--- config.mk ---
export PLATFORM = sky130hd
export DESIGN_NAME = uart_rx
export DESIGN_NICKNAME = d
export VERILOG_FILES = /design/src/rtl/uart_pkg.sv /design/src/rtl/uart_sync2.sv /design/src/rtl/uart_rx.sv
export SDC_FILE = /design/constraint.sdc
export NUM_CORES = 1
export LEC_CHECK = 0
export ABC_AREA = 1
export CAP_MARGIN = 20
export CORE_ASPECT_RATIO = 0.7
export CORE_UTILIZATION = 58
export CTS_CLUSTER_DIAMETER = 120
export DETAILED_ROUTE_END_ITERATION = 6
export PLACE_DENSITY = 0.79
export SETUP_SLACK_MARGIN = 0.4
export SLEW_MARGIN = 20
export SYNTH_ARGS = -nofsm -noshare
export SYNTH_HDL_FRONTEND = slang
export SYNTH_SLANG_ARGS = --single-unit
--- constraint.sdc ---
create_clock -name clk -period 1.9 [get_ports clk]
set_input_delay 0.19 -clock clk [delete_from_list [all_inputs] [get_ports clk]]
set_output_delay 0.19 -clock clk [all_outputs]
set_load 0.005 [all_outputs]
--- src/rtl/uart_pkg.sv ---
// Shared UART definitions: state encoding, parity modes, baud constants and parity helper.
package uart_pkg;

    // Receiver/transmitter state encoding
    typedef enum logic [2:0] {
        StIdle,
        StStart,
        StData,
        StParity,
        StStop
    } uart_state_e;

    typedef enum logic [1:0] {
        ParNone,
        ParEven,
        ParOdd
    } parity_e;

    // Widest word the parity helper accepts; narrower words are zero-extended
    localparam int unsigned MaxWordLen = 32;

    // Clocks per bit (integer division)
    function automatic int unsigned baud_div(input int unsigned clk_rate, input int unsigned baud);
        return clk_rate / baud;
    endfunction

    // Clocks from the start-bit edge to the start-bit centre
    function automatic int unsigned half_bit(input int unsigned clk_rate, input int unsigned baud);
        return baud_div(clk_rate, baud) / 2;
    endfunction

    // Expected parity bit for a word; zero-extension does not change the XOR
    function automatic logic par(input logic [MaxWordLen-1:0] word, input parity_e mode);
        logic p;
        case (mode)
            ParEven: p = ^word;
            ParOdd:  p = ~^word;
            default: p = 1'b0;
        endcase
        return p;
    endfunction

endpackage

--- src/rtl/uart_sync2.sv ---
// Two-flop synchronizer for an asynchronous single-bit input, with a selectable preset value.
module uart_sync2 #(
    parameter logic ResetVal = 1'b1
) (
    input  logic clk_i,
    input  logic rst_ni,
    input  logic d_i,
    output logic q_o
);

    logic [1:0] sync_q;

    // Shift the raw input through two flops; reset presets both to ResetVal
    always_ff @(posedge clk_i or negedge rst_ni) begin
        if (!rst_ni) begin
            sync_q <= {2{ResetVal}};
        end else begin
            sync_q <= {sync_q[0], d_i};
        end
    end

    assign q_o = sync_q[1];

endmodule

--- src/rtl/uart_rx.sv ---
// UART receiver: mid-bit sampling, LSB-first word assembly, parity/frame/overrun flags,
// and a single-entry valid/ready output register.
module uart_rx
    import uart_pkg::*;
#(
    parameter int unsigned clk_rate = 50_000_000,
    parameter int unsigned Baud     = 115200,
    parameter int unsigned Word_len = 8,
    parameter string       PARITY   = "even"
) (
    input  logic                clk,
    input  logic                rst_n,
    input  logic                Uart_rx,
    output logic [Word_len-1:0] rx_data,
    output logic                rx_data_valid,
    input  logic                rx_data_ready,
    output logic                parity_err,
    output logic                frame_err,
    output logic                overrun_err
);

    localparam int unsigned BaudDiv = baud_div(clk_rate, Baud);
    localparam int unsigned HalfBit = half_bit(clk_rate, Baud);
    localparam int unsigned CntW    = $clog2(BaudDiv);
    localparam int unsigned BitW    = $clog2(Word_len + 1);

    localparam logic [CntW-1:0] CntFull = CntW'(BaudDiv - 1);
    localparam logic [CntW-1:0] CntHalf = CntW'(HalfBit - 1);
    localparam logic [BitW-1:0] BitLast = BitW'(Word_len - 1);

    localparam parity_e ParMode = (PARITY == "none") ? ParNone :
                                  (PARITY == "odd")  ? ParOdd  : ParEven;

    logic                rx_s;
    logic                rx_prev_q;
    uart_state_e         state_q;
    logic [CntW-1:0]     baud_cnt_q;
    logic [BitW-1:0]     bit_cnt_q;
    logic [Word_len-1:0] shift_q;
    logic                par_bad_q;

    logic bit_tick;
    logic half_tick;
    logic frame_done;
    logic retire;

    logic [Word_len-1:0] rx_data_d, rx_data_q;
    logic                valid_d, valid_q;
    logic                perr_d, perr_q;
    logic                ferr_d, ferr_q;
    logic                ovr_d, ovr_q;

    uart_sync2 #(
        .ResetVal(1'b1)
    ) u_sync (
        .clk_i (clk),
        .rst_ni(rst_n),
        .d_i   (Uart_rx),
        .q_o   (rx_s)
    );

    assign bit_tick   = (baud_cnt_q == CntFull);
    assign half_tick  = (baud_cnt_q == CntHalf);
    assign frame_done = (state_q == StStop) && bit_tick;
    assign retire     = valid_q && rx_data_ready;

    // Receive FSM with baud/bit counters, shift register and parity result.
    // Start detection needs a 1->0 edge of rx_s, so after a break (stop sampled low)
    // nothing re-arms until the line has returned high.
    always_ff @(posedge clk or negedge rst_n) begin
        if (!rst_n) begin
            rx_prev_q  <= 1'b1;
            state_q    <= StIdle;
            baud_cnt_q <= '0;
            bit_cnt_q  <= '0;
            shift_q    <= '0;
            par_bad_q  <= 1'b0;
        end else begin
            rx_prev_q <= rx_s;
            unique case (state_q)
                StIdle: begin
                    if (rx_prev_q && !rx_s) begin
                        state_q    <= StStart;
                        baud_cnt_q <= '0;
                    end
                end
                StStart: begin
                    if (half_tick) begin
                        baud_cnt_q <= '0;
                        bit_cnt_q  <= '0;
                        par_bad_q  <= 1'b0;
                        // A start bit that is high again at its centre was a glitch
                        state_q    <= rx_s ? StIdle : StData;
                    end else begin
                        baud_cnt_q <= baud_cnt_q + 1'b1;
                    end
                end
                StData: begin
                    if (bit_tick) begin
                        baud_cnt_q <= '0;
                        shift_q    <= {rx_s, shift_q[Word_len-1:1]};
                        if (bit_cnt_q == BitLast) begin
                            bit_cnt_q <= '0;
                            state_q   <= (ParMode == ParNone) ? StStop : StParity;
                        end else begin
                            bit_cnt_q <= bit_cnt_q + 1'b1;
                        end
                    end else begin
                        baud_cnt_q <= baud_cnt_q + 1'b1;
                    end
                end
                StParity: begin
                    if (bit_tick) begin
                        baud_cnt_q <= '0;
                        par_bad_q  <= (rx_s != par(MaxWordLen'(shift_q), ParMode));
                        state_q    <= StStop;
                    end else begin
                        baud_cnt_q <= baud_cnt_q + 1'b1;
                    end
                end
                StStop: begin
                    if (bit_tick) begin
                        baud_cnt_q <= '0;
                        state_q    <= StIdle;
                    end else begin
                        baud_cnt_q <= baud_cnt_q + 1'b1;
                    end
                end
                default: state_q <= StIdle;
            endcase
        end
    end

    // Output register next state: retire on handshake, load or drop on frame completion
    always_comb begin
        rx_data_d = rx_data_q;
        valid_d   = valid_q;
        perr_d    = perr_q;
        ferr_d    = ferr_q;
        ovr_d     = ovr_q;
        if (retire) begin
            valid_d = 1'b0;
        end
        if (frame_done) begin
            if (!valid_q || retire) begin
                rx_data_d = shift_q;
                perr_d    = par_bad_q;
                ferr_d    = ~rx_s;
                valid_d   = 1'b1;
            end else begin
                ovr_d = 1'b1;
            end
        end
    end

    // Output register state
    always_ff @(posedge clk or negedge rst_n) begin
        if (!rst_n) begin
            rx_data_q <= '0;
            valid_q   <= 1'b0;
            perr_q    <= 1'b0;
            ferr_q    <= 1'b0;
            ovr_q     <= 1'b0;
        end else begin
            rx_data_q <= rx_data_d;
            valid_q   <= valid_d;
            perr_q    <= perr_d;
            ferr_q    <= ferr_d;
            ovr_q     <= ovr_d;
        end
    end

    assign rx_data       = rx_data_q;
    assign rx_data_valid = valid_q;
    assign parity_err    = perr_q;
    assign frame_err     = ferr_q;
    assign overrun_err   = ovr_q;

endmodule

Word-level counts from Yosys, hierarchy flattened --
Index checks and enable logic that the tools add are counted.
Cells by class: add/sub/neg operators 2, equality and inequality tests 14, muxes and demuxes 24, bitwise operators 2, reduce and logical (&&, ||, !) cells 19
Operator list (count):
- 32-bit parity | 1
- 9-bit two-way mux | 3
- 9-bit case mux with 3 select lines | 1
- 3-bit two-way mux | 6
- 3-bit case mux with 5 select lines | 1
- 4-bit two-way mux | 3
- 2-bit inequality test, second input constant | 6
- 9-bit by 1-bit adder with 9-bit output, second input constant | 1
- 9-bit by 8-bit == test with 1-bit output, second input constant | 1
- 9-bit == test, second input constant | 1
- 4-bit case mux with 2 select lines | 1
- 2-bit AND reduction | 4
- 1-bit two-way mux | 7
- 3-bit by 2-bit == test with 1-bit output, second input constant | 2
- 3-bit AND reduction | 2
- 6-bit AND reduction | 1
- 4-bit by 1-bit adder with 4-bit output, second input constant | 1
- 4-bit by 3-bit == test with 1-bit output, second input constant | 1
- 2-bit nonzero test | 2
- 3-bit by 1-bit == test with 1-bit output, second input constant | 1
- 3-bit == test, second input constant | 1
- 1-bit logical AND | 3
- 3-bit zero test | 1
- 3-bit nonzero test | 1
- other kinds (7) | 9
Storage, ports and cells: flip-flop bits (word level) 40, output and inout port bits 12, logic and storage cells 73

Longest topological paths before layout --
depth in word-level cells 6, mapped depth 10, gate-level depth less buffers 10

Modules after synthesis --
A second synthesis with hierarchy kept.
Unflattened totals: cell total of the unflattened synthesis 251, area, all modules 2009.4 um^2
Modules (own cells, without submodules):
- uart_rx | instances 1, cells an instance 249, area an instance 1956.9 um^2, seq. area each 952.2 um^2
- uart_sync2 | instances 1, cells an instance 2, area an instance 52.6 um^2, seq. area each 52.6 um^2

Worst setup path before layout --
Ideal clock, no wire load.
path type flip-flop to flip-flop, start point register baud_cnt_q[0], end point register baud_cnt_q[4], data arrival time 1.284 ns, path slack 0.496 ns, cell stages (with the launch flop) 9, path buffers 0, period minus slack after synthesis 1.404 ns, cells stage by stage dfrtp_1 -> inv_1 -> ha_1 -> nand2_1 -> nor3_1 -> nand2_1 -> nand2_1 -> nand3_1 -> and3_1
On the way: cells in the longest elaborated chain, start to end 3, elaborated cells between the ends (all ways) 6, those cells by class add/sub: 1; eq/ne: 2; mux: 3
Ends and longest elaborated chain:
- from (decl) | RTL line uart_rx.sv:37 | logic [CntW-1:0] baud_cnt_q;
- from (signal assigned) | RTL line uart_rx.sv:95 | baud_cnt_q <= baud_cnt_q + 1'b1;
- from (signal assigned) | RTL line uart_rx.sv:109 | baud_cnt_q <= baud_cnt_q + 1'b1;
- from (signal assigned) | RTL line uart_rx.sv:118 | baud_cnt_q <= baud_cnt_q + 1'b1;
- 9-bit by 1-bit adder with 9-bit output (tied with other cells)
- 9-bit two-way mux, on equally long branches
- 9-bit case mux with 3 select lines (*) | RTL line uart_rx.sv:80 | unique case (state_q)
Mark *: on every way between the ends. The rest lies on a longest branch, timed or not. A chain may end at the register's enable or synchronous reset.

Final worst setup path --
start point register baud_cnt_q[1], end point register baud_cnt_q[2]
Same word-level chain as after synthesis.

==> impl_metrics.ini <==
[routing]
totalWireLength_um = 5610
wl_per_cell_um = 15.8
vias = 1970
drt-initial-drc-count = 217
ant_nets = 0
via_per_inst = 5.56
drc = 0
dr.pass1.iters = 5

[grt]
grt_overflow_total = 0
antenna_found_initial = 0
grt_max_degree = 41
track_usage_pct = 28.6
grt_pass1_vias = 1668
grt_pass1_wl_um = 7960

[yosys]
synth_ff_type = dfrtp_1
yosysSeqAreaShare_pct = 47.6
yosysTopAreaCellShare_pct = 43.9
avgSynthCellArea_sq_um = 7.79
synth_area_leaders = dfrtp_1 44%, nand2_1 18%, inv_1 5.0%
syn_inst = 271
synth_nets = 279
synth_edf_count = 0
yosysTopAreaCell = dfrtp_1
synth_warnings = 0
async_flop_share_pct = 100
ys_ff_latch = 40
syn_area_sq_mm = 0.00211
synth_cell_types = 29

[die]
coreArea_sq_mm = 0.00330
die_area_sq_mm = 0.00389
start_util_pct = 64.0
die_w_um = 74.1
io_pins = 16
dieHeight_um = 52.5
num_rows = 17

[cts]
clk_latency_ns = 0.29
cts_made_buffers = 5
clk_path_buf_depth = 2
cts_sinks = 40
cts_tree = done
htreeDepth = 2
clk_pin_slew_ns = 0.08
root_buffer = clkbuf_8

[layout]
area_growth_pct = 28.7
final_cell_mix = 85 x nand2_1, 34 x dfrtp_1, 25 x inv_1
antenna_cells = 0
finish.instance_area_sq_mm = 0.00272
fill_cells = 200
final_common_cell = nand2_1
layout.nets = 314
drive_above_1_share_pct = 26.4

[sta]
max_slew.worst_pin.slew_ns = 0.506
max_slew_margin_pct = 66.3
rsz0062_at_grt = true
finalCritPeriodShare_pct = 81.9
tns_ns = 0
whs_ns = 0.296
max_freq_mhz = 643
setup_viol = 0
finalHoldViolations = 0
min_period_ns = 1.56
slew_viol_final = 0
fin_skew_ns = 0.00531

[worst_hold_path]
hold_start = Uart_rx
hold_path_class = primary input to flop

[critical_path]
start_kind = flop
cp.arrival_ns = 1.74
reg2reg_from = baud_cnt_q[1]
cp-end-kind = flop
critPathRequiredTime_ns = 2.08
critPathMaxFanout = 5
timing_worst_setup_path_type = flop to flop
critical_path.startpoint = baud_cnt_q[1]

[placement]
postPlaceCellArea_sq_mm = 0.00230
place_hpwl_um = 3150
gp_congestion = 0.850
numPortBuffers = 15

[pwr]
leakage_uw = 0.00125
peakVddDrop_v = 0.000575
powerDensity_mw_per_mm2 = 951

[job]
drv_cap = 0

[outcome]
status = finished, final reports clean
worst max-delay path: stages (launching register included):
cell and delay [ns]:
dfrtp_1 0.40, inv_2 0.12, ha_4 0.18, nand3_4 0.10, nor2_8 0.17, inv_4 0.06
nand2_4 0.09, nand2_4 0.07, nor2_4 0.17, nor2_1 0.07
final cells by class:
| type | instances | area (sq um) | area share, % |
|---|---|---|---|
| multi-input cells | 198 | 1170 | 43.0 |
| inverters | 31 | 120 | 4.42 |
| flip-flops and latches | 40 | 1010 | 37.1 |
| repair buffers | 30 | 273 | 10.0 |
| clock buffers | 8 | 90.1 | 3.31 |
| well taps | 47 | 58.8 | 2.16 |
routing by layer:
layer	GRT usage, %	up-vias	part of all wire (%)
li1	-	925	-
met1	44.7	934	45
met2	39.7	101	45
met3	5.77	10	8.2
met4	7.69	0	1.8
met5	0	-	0
cell usage after synthesis, types with 2 or more instances:
cell type  instances
ha_1               4
nand3_1           14
inv_2              2
nor2_1            21
nand2_4            3
nor3b_1            2
inv_1             28
o21ai_0           13
buf_2              2
dfrtp_1           37
o21ai_1           19
nand4_1            2
dfstp_2            3
nand3_2            3
nand2_1          100
nor3_2             2
nor3_1             3
nand2_2            2
sequential cells by signal, summed over array words and instances (netlist names):
register,flops
overrun_err,1
bit_cnt_q,4
baud_cnt_q,9
rx_data,8
frame_err,1
rx_data_valid,1
state_q,3
shift_q,8
parity_err,1
rx_prev_q,1
par_bad_q,1
u_sync.sync_q,2
power breakdown:
group / leakage, uW / switching [uW] / internal [uW]
Combinational: 0.000666 / 607 / 373
Clock: 0.0000455 / 298 / 297
Sequential: 0.000538 / 91.9 / 920
path summary, 6_finish.rpt:
path                                    end  cells after the start  slack, ns
setup / recovery              baud_cnt_q[2]                      9       0.34
hold / removal             u_sync.sync_q[0]                      1       0.30
setup reg to reg              baud_cnt_q[2]                      9       0.34
min in group asynchronous        parity_err                      3       0.48
max in group asynchronous  u_sync.sync_q[1]                      3       1.05
hold reg to reg            u_sync.sync_q[1]                      0       0.37
through the flow:
step	worst slack, ns	instances	power, uW	util (%)
2_1_floorplan	0.496	271	1420	-
3_3_place_gp	0.221	331	1560	69.8
3_5_place_dp	0.205	331	1560	69.8
4_1_cts	0.363	349	2350	77.8
5_1_grt	0.231	354	2700	82.4
6_report	0.344	354	2590	82.4
cells by family (layout without fill, tap and decap cells):
logic type | count (synthesis) | in the layout | share of synthesized area, %
compound gates | 34 | 34 | 8.30
simple gates | 157 | 158 | 34.3
buf+inv | 34 | 69 | 6.58
xor+xnor | 2 | 2 | 0.830
fa+ha+maj | 4 | 4 | 2.37
flops | 40 | 40 | 47.6
what timing repair did:
action,in CTS,in global routing
setup buffers,9,4
endpoints found under the hold margin,37,0
resized for setup,21,39
hold buffers,1,0
pin swaps,10,17
cloned,0,1
endpoints found under the setup margin,25,34
(Power assumes the default switching activity.)
